$ cat src/rtl/mul_seq_pkg.sv
// -----------------------------------------------------------------------------
// mul_seq_pkg
// Shared CPU package: datapath constants and the state encoding of the
// sequential multiplier.
// No ports (package).
// -----------------------------------------------------------------------------
package mul_seq_pkg;

  // Native datapath width of the CPU.
  localparam int unsigned XLEN  = 32;

  // Default operand width of the sequential multiplier.
  localparam int unsigned MUL_K = XLEN;

  // Multiplier FSM states (2-bit encoding).
  typedef enum logic [1:0] {
    IDLE = 2'd0,
    RUN  = 2'd1,
    FIX  = 2'd2,
    DONE = 2'd3
  } mul_state_e;

endpackage : mul_seq_pkg

$ cat src/rtl/mul_seq_if.sv
// -----------------------------------------------------------------------------
// mul_seq_if
// Request/result bundle of the sequential multiplier.
//   start, sgn, a, b : request side (driven by the master)
//   busy, done       : status (driven by the multiplier)
//   hi, lo, zero     : 2K-bit product split into halves, plus zero flag
// Modports: master (requester), slave (multiplier).
// -----------------------------------------------------------------------------
interface mul_seq_if
  import mul_seq_pkg::*;
#(
  parameter int K = MUL_K
) ();

  logic         start;
  logic         sgn;
  logic [K-1:0] a;
  logic [K-1:0] b;
  logic         busy;
  logic         done;
  logic [K-1:0] hi;
  logic [K-1:0] lo;
  logic         zero;

  modport master (
    output start, sgn, a, b,
    input  busy, done, hi, lo, zero
  );

  modport slave (
    input  start, sgn, a, b,
    output busy, done, hi, lo, zero
  );

endinterface : mul_seq_if

$ cat src/rtl/mul_seq_adderk.sv
// -----------------------------------------------------------------------------
// adderk
// Purely combinational k-bit adder with carry in/out and status flags.
//   a_i, b_i       : addends
//   carryin_i      : carry in
//   sum_o          : k-bit sum
//   carryout_o     : carry out of the MSB
//   AddOverflow_o  : signed overflow
//   AddZero_o      : sum is all zeros
//   AddSign_o      : MSB of the sum
// -----------------------------------------------------------------------------
module adderk
  import mul_seq_pkg::*;
#(
  parameter int k = MUL_K
) (
  input  logic [k-1:0] a_i,
  input  logic [k-1:0] b_i,
  input  logic         carryin_i,
  output logic [k-1:0] sum_o,
  output logic         carryout_o,
  output logic         AddOverflow_o,
  output logic         AddZero_o,
  output logic         AddSign_o
);

  // Widen by one bit so the carry out falls into the MSB of the result.
  assign {carryout_o, sum_o} = {1'b0, a_i} + {1'b0, b_i} + {{k{1'b0}}, carryin_i};

  // Overflow: both addends share a sign that the sum does not.
  assign AddOverflow_o = (a_i[k-1] == b_i[k-1]) && (sum_o[k-1] != a_i[k-1]);
  assign AddZero_o     = ~|sum_o;
  assign AddSign_o     = sum_o[k-1];

endmodule : adderk

$ cat src/rtl/mul_seq.sv
// -----------------------------------------------------------------------------
// mul_seq
// Sequential K x K shift-add multiplier, signed or unsigned.
// Operands are converted to magnitudes on start, multiplied in K RUN cycles
// using one K-bit adder, and the 2K-bit result is negated in FIX when the
// operand signs differ. done pulses for one cycle in DONE.
//   clk    : clock, rising edge
//   rst_n  : synchronous active-low reset
//   bus    : mul_seq_if.slave (start/sgn/a/b in, busy/done/hi/lo/zero out)
// All outputs come straight from registers.
// -----------------------------------------------------------------------------
module mul_seq
  import mul_seq_pkg::*;
#(
  parameter int K = MUL_K
) (
  input  logic       clk,
  input  logic       rst_n,
  mul_seq_if.slave   bus
);

  localparam int CW = $clog2(K) + 1;
  localparam logic [CW-1:0] LAST_CNT = CW'(K - 1);

  // Magnitude of v when s marks it as signed; the most-negative value wraps
  // onto itself, which read unsigned is exactly 2^(K-1).
  function automatic logic [K-1:0] mag(input logic [K-1:0] v, input logic s);
    if (s && v[K-1]) begin
      return (~v) + {{(K-1){1'b0}}, 1'b1};
    end else begin
      return v;
    end
  endfunction

  mul_state_e    state_q, state_d;
  logic [CW-1:0] cnt_q,   cnt_d;
  logic [K-1:0]  ma_q,    ma_d;
  logic          neg_q,   neg_d;
  logic [K-1:0]  hi_q,    hi_d;
  logic [K-1:0]  lo_q,    lo_d;
  logic          busy_q;
  logic          done_q;
  logic          zero_q;

  logic [K-1:0]   add_b_s;
  logic [K-1:0]   add_s_s;
  logic           add_c_s;
  logic [2*K-1:0] prod_neg_s;
  logic [2:0]     unused_flags_s;

  // Multiplicand is added only when the current multiplier bit is set.
  assign add_b_s    = lo_q[0] ? ma_q : {K{1'b0}};
  assign prod_neg_s = (~{hi_q, lo_q}) + {{(2*K-1){1'b0}}, 1'b1};

  adderk #(
    .k (K)
  ) u_adder (
    .a_i           (hi_q),
    .b_i           (add_b_s),
    .carryin_i     (1'b0),
    .sum_o         (add_s_s),
    .carryout_o    (add_c_s),
    .AddOverflow_o (unused_flags_s[0]),
    .AddZero_o     (unused_flags_s[1]),
    .AddSign_o     (unused_flags_s[2])
  );

  // Next-state and datapath update for the FSM.
  always_comb begin
    state_d = state_q;
    cnt_d   = cnt_q;
    ma_d    = ma_q;
    neg_d   = neg_q;
    hi_d    = hi_q;
    lo_d    = lo_q;
    case (state_q)
      IDLE: begin
        if (bus.start) begin
          ma_d    = mag(bus.a, bus.sgn);
          lo_d    = mag(bus.b, bus.sgn);
          hi_d    = {K{1'b0}};
          cnt_d   = {CW{1'b0}};
          neg_d   = bus.sgn & (bus.a[K-1] ^ bus.b[K-1]);
          state_d = RUN;
        end else begin
          state_d = IDLE;
        end
      end
      RUN: begin
        // Partial sum and its carry shift right into the multiplier register.
        {hi_d, lo_d} = {add_c_s, add_s_s, lo_q[K-1:1]};
        cnt_d        = cnt_q + {{(CW-1){1'b0}}, 1'b1};
        if (cnt_q == LAST_CNT) begin
          state_d = FIX;
        end else begin
          state_d = RUN;
        end
      end
      FIX: begin
        if (neg_q) begin
          {hi_d, lo_d} = prod_neg_s;
        end else begin
          {hi_d, lo_d} = {hi_q, lo_q};
        end
        state_d = DONE;
      end
      DONE: begin
        state_d = IDLE;
      end
      default: begin
        state_d = IDLE;
      end
    endcase
  end

  // State, datapath and registered-output update with synchronous reset.
  always_ff @(posedge clk) begin
    if (!rst_n) begin
      state_q <= IDLE;
      cnt_q   <= {CW{1'b0}};
      ma_q    <= {K{1'b0}};
      neg_q   <= 1'b0;
      hi_q    <= {K{1'b0}};
      lo_q    <= {K{1'b0}};
      busy_q  <= 1'b0;
      done_q  <= 1'b0;
      zero_q  <= 1'b1;
    end else begin
      state_q <= state_d;
      cnt_q   <= cnt_d;
      ma_q    <= ma_d;
      neg_q   <= neg_d;
      hi_q    <= hi_d;
      lo_q    <= lo_d;
      // Status flags are decoded from the next state so they line up with it.
      busy_q  <= (state_d == RUN) || (state_d == FIX);
      done_q  <= (state_d == DONE);
      zero_q  <= ~|{hi_d, lo_d};
    end
  end

  assign bus.busy = busy_q;
  assign bus.done = done_q;
  assign bus.hi   = hi_q;
  assign bus.lo   = lo_q;
  assign bus.zero = zero_q;

endmodule : mul_seq
$ cat src/flat_wrapper.sv
// flat-port wrapper written by rule: the top's interface ports become plain ports
module mul_seq_flat import mul_seq_pkg::*;
#(
  parameter int K = MUL_K
)
  (clk, rst_n, bus_start, bus_sgn, bus_a, bus_b, bus_busy, bus_done, bus_hi, bus_lo, bus_zero);
  mul_seq_if #(.K(K)) bus_i ();
  input  logic clk;
  input  logic rst_n;
  input wire logic [$bits(bus_i.start)-1:0] bus_start;
  input wire logic [$bits(bus_i.sgn)-1:0] bus_sgn;
  input wire logic [$bits(bus_i.a)-1:0] bus_a;
  input wire logic [$bits(bus_i.b)-1:0] bus_b;
  output wire logic [$bits(bus_i.busy)-1:0] bus_busy;
  output wire logic [$bits(bus_i.done)-1:0] bus_done;
  output wire logic [$bits(bus_i.hi)-1:0] bus_hi;
  output wire logic [$bits(bus_i.lo)-1:0] bus_lo;
  output wire logic [$bits(bus_i.zero)-1:0] bus_zero;
  assign bus_i.start = bus_start;
  assign bus_i.sgn = bus_sgn;
  assign bus_i.a = bus_a;
  assign bus_i.b = bus_b;
  assign bus_busy = bus_i.busy;
  assign bus_done = bus_i.done;
  assign bus_hi = bus_i.hi;
  assign bus_lo = bus_i.lo;
  assign bus_zero = bus_i.zero;
  mul_seq #(.K(K)) u_core (.clk(clk), .rst_n(rst_n), .bus(bus_i));
endmodule
$ cat config.mk
export PLATFORM = sky130hd
export DESIGN_NAME = mul_seq_flat
export DESIGN_NICKNAME = d
export VERILOG_FILES = /design/src/rtl/mul_seq_pkg.sv /design/src/rtl/mul_seq_if.sv /design/src/rtl/mul_seq_adderk.sv /design/src/rtl/mul_seq.sv /design/src/flat_wrapper.sv
export SDC_FILE = /design/constraint.sdc
export NUM_CORES = 1
export LEC_CHECK = 0
export ABC_AREA = 1
export ABC_CLOCK_PERIOD_IN_PS = 7600
export CORE_ASPECT_RATIO = 0.9
export CORE_UTILIZATION = 55
export DETAILED_ROUTE_END_ITERATION = 10
export PLACE_DENSITY = 0.9
export SLEW_MARGIN = 25
export SYNTH_ARGS = -nofsm -noshare
export SYNTH_HDL_FRONTEND = slang
export SYNTH_SLANG_ARGS = --single-unit
$ cat constraint.sdc
create_clock -name clk -period 7.6 [get_ports clk]
set_clock_uncertainty 0.15 [all_clocks]
set_input_delay 1.9 -clock clk [delete_from_list [all_inputs] [get_ports clk]]
set_output_delay 1.9 -clock clk [all_outputs]
set_load 0.005 [all_outputs]
==> flow_summary.ini <==
[synth]
synthesis.nets = 2439
synth-xor-area-share = 0.0115
synth_ff_type = dfxtp_1
yosys.area.top_type = nand2_1
async_flop_share = 0
synth_warnings = 0
synth_area_sq_um = 12200
synthesis.instances = 2333
yosys-top-cells-area = nand2_1 (24%), dfxtp_1 (18%), nor2_1 (12%)
synth_simple_gate_area_frac = 0.509
syn_area_per_cell_sq_um = 5.21
synth_top_area_share = 0.237
synthMuxAreaShare = 0
yosysUniqueCellTypes = 48
ys_ff_latch = 108
synth_compound_area_frac = 0.140
synthAdderAreaFrac = 0.0397
synth_top_family_by_area = simple AND/OR/NAND/NOR gates
ys_seq_area_frac = 0.178
synth_edf_count = 0

[critical_path]
crit_required_ns = 7.77
r2r-end = u_core.bus.zero
path_cells = clkdlybuf4s50_1 -> buf_4 -> inv_1 -> a21oi_1 -> o21ai_0 -> o211ai_1 -> nand2_1 -> a21oi_1 -> nand4_1 -> nor2_1 -> nand3_1 -> nor2_1 -> nand3_1 -> nand2_1
cp_top_family = buffers and inverters
crit_buf_inv = 3
endpoint_kind = register
max_stage_delay_ns = 0.55
worst_path_max_delay_cell = inv_1
worstSetupPathType = primary input to register
rrSetupSlack_ns = 3.40
arrival_ns = 4.87
crit_fanout = 32
r2r_start = u_core.state_q[0]
rr_worst_depth = 14
worstSetupStartpointType = primary input

[detailed_routing]
vias = 15800
wirelength_um = 46900
routedWlPerCell_um = 17.3
route.detailed.drc = 0
ant_nets = 0
first_iter_violations = 2331
dr.pass1.iters = 6
drt-vias-per-instance = 5.80

[die]
dieWidth_um = 159
start_util = 0.562
ios = 135
num_rows = 51
die-area_sq_um = 22700
chipHeight_um = 143
coreArea_sq_um = 21600

[final_layout]
diodes = 0
fin_nets = 2526
drive_gt1_frac = 0.0375
fillers = 2128
syn_to_final_growth_pct = 14.6
ff_latch_area_sq_um = 2160
multi_input_area_sq_um = 8500

[global_routing]
grt_overflow_total = 0
grt_pass1_wl_um = 72600
grt_max_degree = 83
antenna_found_initial = 0
grtUsageTotal = 0.405
grt_pass1_vias = 13500

[sta]
final.period_utilization = 0.618
fmax_mhz = 213
setup_ws_ns = 2.90
relSlewSlack = 0.295
fin_crit_ns = 4.70
timing_worst_slew_pin_value_ns = 1.05
rsz0062_at_grt = no
drv_slew = 0
fin_tns_setup_ns = 0
hold_viol = 0
setup_viol = 0

[power]
power.leakage_nw = 7.26
switchingPower_w = 0.000705
clkPwrFrac = 0.300
swShare = 0.406
ir_drop_mv = 0.111
pwr-share-seq = 0.373
powerDensity_nw_per_um2 = 125
p_int_w = 0.00103
combPwrFrac = 0.327

[clock_tree]
cts_hold_buf = 0
post-cts-setup-buffers = 0
cts_buffers = 9
root_buffer = clkbuf_16
cts-htree-levels = 3
clkTransAtPathRegs_ns = 0.08
cts_tree = built
cts_resized = 0
clock_latency_ns = 0.39
clockBufferDepth = 2
cts_num_sinks = 108

[placement]
dp_slack_ns = 2.29
place_congestion = 1.03
portBuffers = 134
hpwl_um = 36500

[worst_hold_path]
hold_path.class = register to register
hold_path_startpoint = u_core.cnt_q[2]
hold-path-cell-count = 2
whs_endpoint = u_core.cnt_q[2]

[run_status]
status = finished clean

[job]
cap_violations = 0
[power groups by stage]
stage,logic (W),clock network [W],registers [W]
after floorplan,0.000353,0,0.000642
after global placement,0.000536,0,0.000658
after detailed placement,0.000544,0,0.000658
after CTS,0.000547,0.000515,0.000645
after global routing,0.000617,0.000534,0.000651
final,0.000567,0.000521,0.000649
[cells in the final DEF, fill, tap and decap left out, types with 2 or more instances in the layout]
cell type        instances
a21oi_1                139
a31oi_1                 17
a32o_1                   3
and2_1                   2
and3_1                   2
buf_4                    9
clkbuf_16                9
clkdlybuf4s50_1        134
clkinv_1                 4
clkinv_8                 3
dfxtp_1                107
ha_1                    37
inv_1                  303
inv_2                    7
inv_6                    2
nand2_1                768
nand2_2                 14
nand2_4                  2
nand3_1                208
nand3_2                 10
nand3b_1                14
nand4_1                 24
nor2_1                 384
nor2_2                  13
nor2_4                   6
nor3_1                  13
nor4_1                   2
o211ai_1                 8
o21ai_0                114
o21ai_1                  9
o21ai_2                  3
o21bai_1                 4
o221ai_1                 8
o22ai_1                  4
or2_0                    2
or2_2                    7
or4_1                    2
xnor2_1                  8
xor2_1                   8
[flip-flops by register name (all words and copies together) (netlist names)]
register         count
u_core.bus.busy      1
u_core.bus.done      1
u_core.cnt_q         6
u_core.ma_q         32
u_core.neg_q         1
u_core.state_q       2
u_core.bus.zero      1
u_core.bus.lo       32
u_core.bus.hi       32
[cell families after synthesis]
family	after synthesis
xor gates and xnor gates	16
buffers and inverters	381
AOI/OAI and AO/OA	314
DFF	108
and+or+nand+nor	1476
adders and majority gates	38
[worst max path at each step]
stage / depth (start not counted) / startpoint / slack (ns) / endpoint
after floorplan: 14 / bus_a[0] / 3.87 / u_core.ma_q[30]
after global placement: 7 / bus_start / 2.40 / u_core.cnt_q[4]
after detailed placement: 7 / bus_start / 2.29 / u_core.cnt_q[4]
after CTS: 7 / bus_start / 2.66 / u_core.cnt_q[4]
after global routing: 14 / bus_start / 2.59 / u_core.bus.zero
final: 14 / bus_start / 2.90 / u_core.bus.zero
[metrics by stage]
step / total power, W / hold slack, ns / instance area [sq um] / util / std cells
detailed placement: 0.00120 / 0.303 / 13600 / 0.630 / 2700
global placement: 0.00119 / 0.296 / 13600 / 0.630 / 2700
finish: 0.00174 / 0.324 / 13900 / 0.644 / 2716
floorplan: 0.000995 / 0.271 / 12200 / - / 2333
global route: 0.00180 / 0.342 / 13900 / 0.644 / 2716
CTS: 0.00171 / 0.324 / 13900 / 0.644 / 2716
[metal layers]
layer | routed length [um] | GRT usage | vias up
met5 | 0 | 0 | -
met1 | 20500 | 0.596 | 7015
li1 | - | - | 7586
met2 | 18900 | 0.593 | 1062
met3 | 6290 | 0.0714 | 99
met4 | 1160 | 0.118 | 0
[cell usage after synthesis (2+ instances only)]
cell,number
nand2_1,768
nor2_1,384
inv_1,303
nand3_1,208
a21oi_1,139
o21ai_0,114
dfxtp_1,108
clkbuf_1,38
ha_1,37
nand4_1,24
a31oi_1,17
buf_2,15
nand2_2,14
nand3b_1,14
nor2_2,13
nor3_1,13
nand3_2,10
o21ai_1,9
o211ai_1,8
o221ai_1,8
xnor2_1,8
xor2_1,8
or2_2,7
buf_1,6
inv_2,6
nor2_4,6
buf_4,5
clkinv_1,5
o21bai_1,4
o22ai_1,4
a32o_1,3
buf_6,3
o21ai_2,3
and2_1,2
and3_1,2
nand2_4,2
nor4_1,2
or2_0,2
or4_1,2
[final cells by class]
type,count,area share
Multi-Input combinational cell,1844,0.610
Sequential cell,108,0.155
Timing Repair Buffer,143,0.101
Inverter,314,0.0846
Tap cell,291,0.0261
Clock buffer,9,0.0162
Clock inverter,7,0.00655
[worst register-to-register path, cell delays in order, from the launching register on]
cell,delay [ns]
dfxtp_1,0.83
inv_2,0.30
nand2_1,0.63
inv_2,0.62
o21ai_0,0.25
a21oi_1,0.07
a21oi_1,0.22
nand3_1,0.11
nor2_1,0.11
nand3_1,0.08
nor2_1,0.24
nand3_1,0.17
nor2_1,0.18
nand3_1,0.10
nand2_1,0.06
Power figures use the tool's default switching activity.
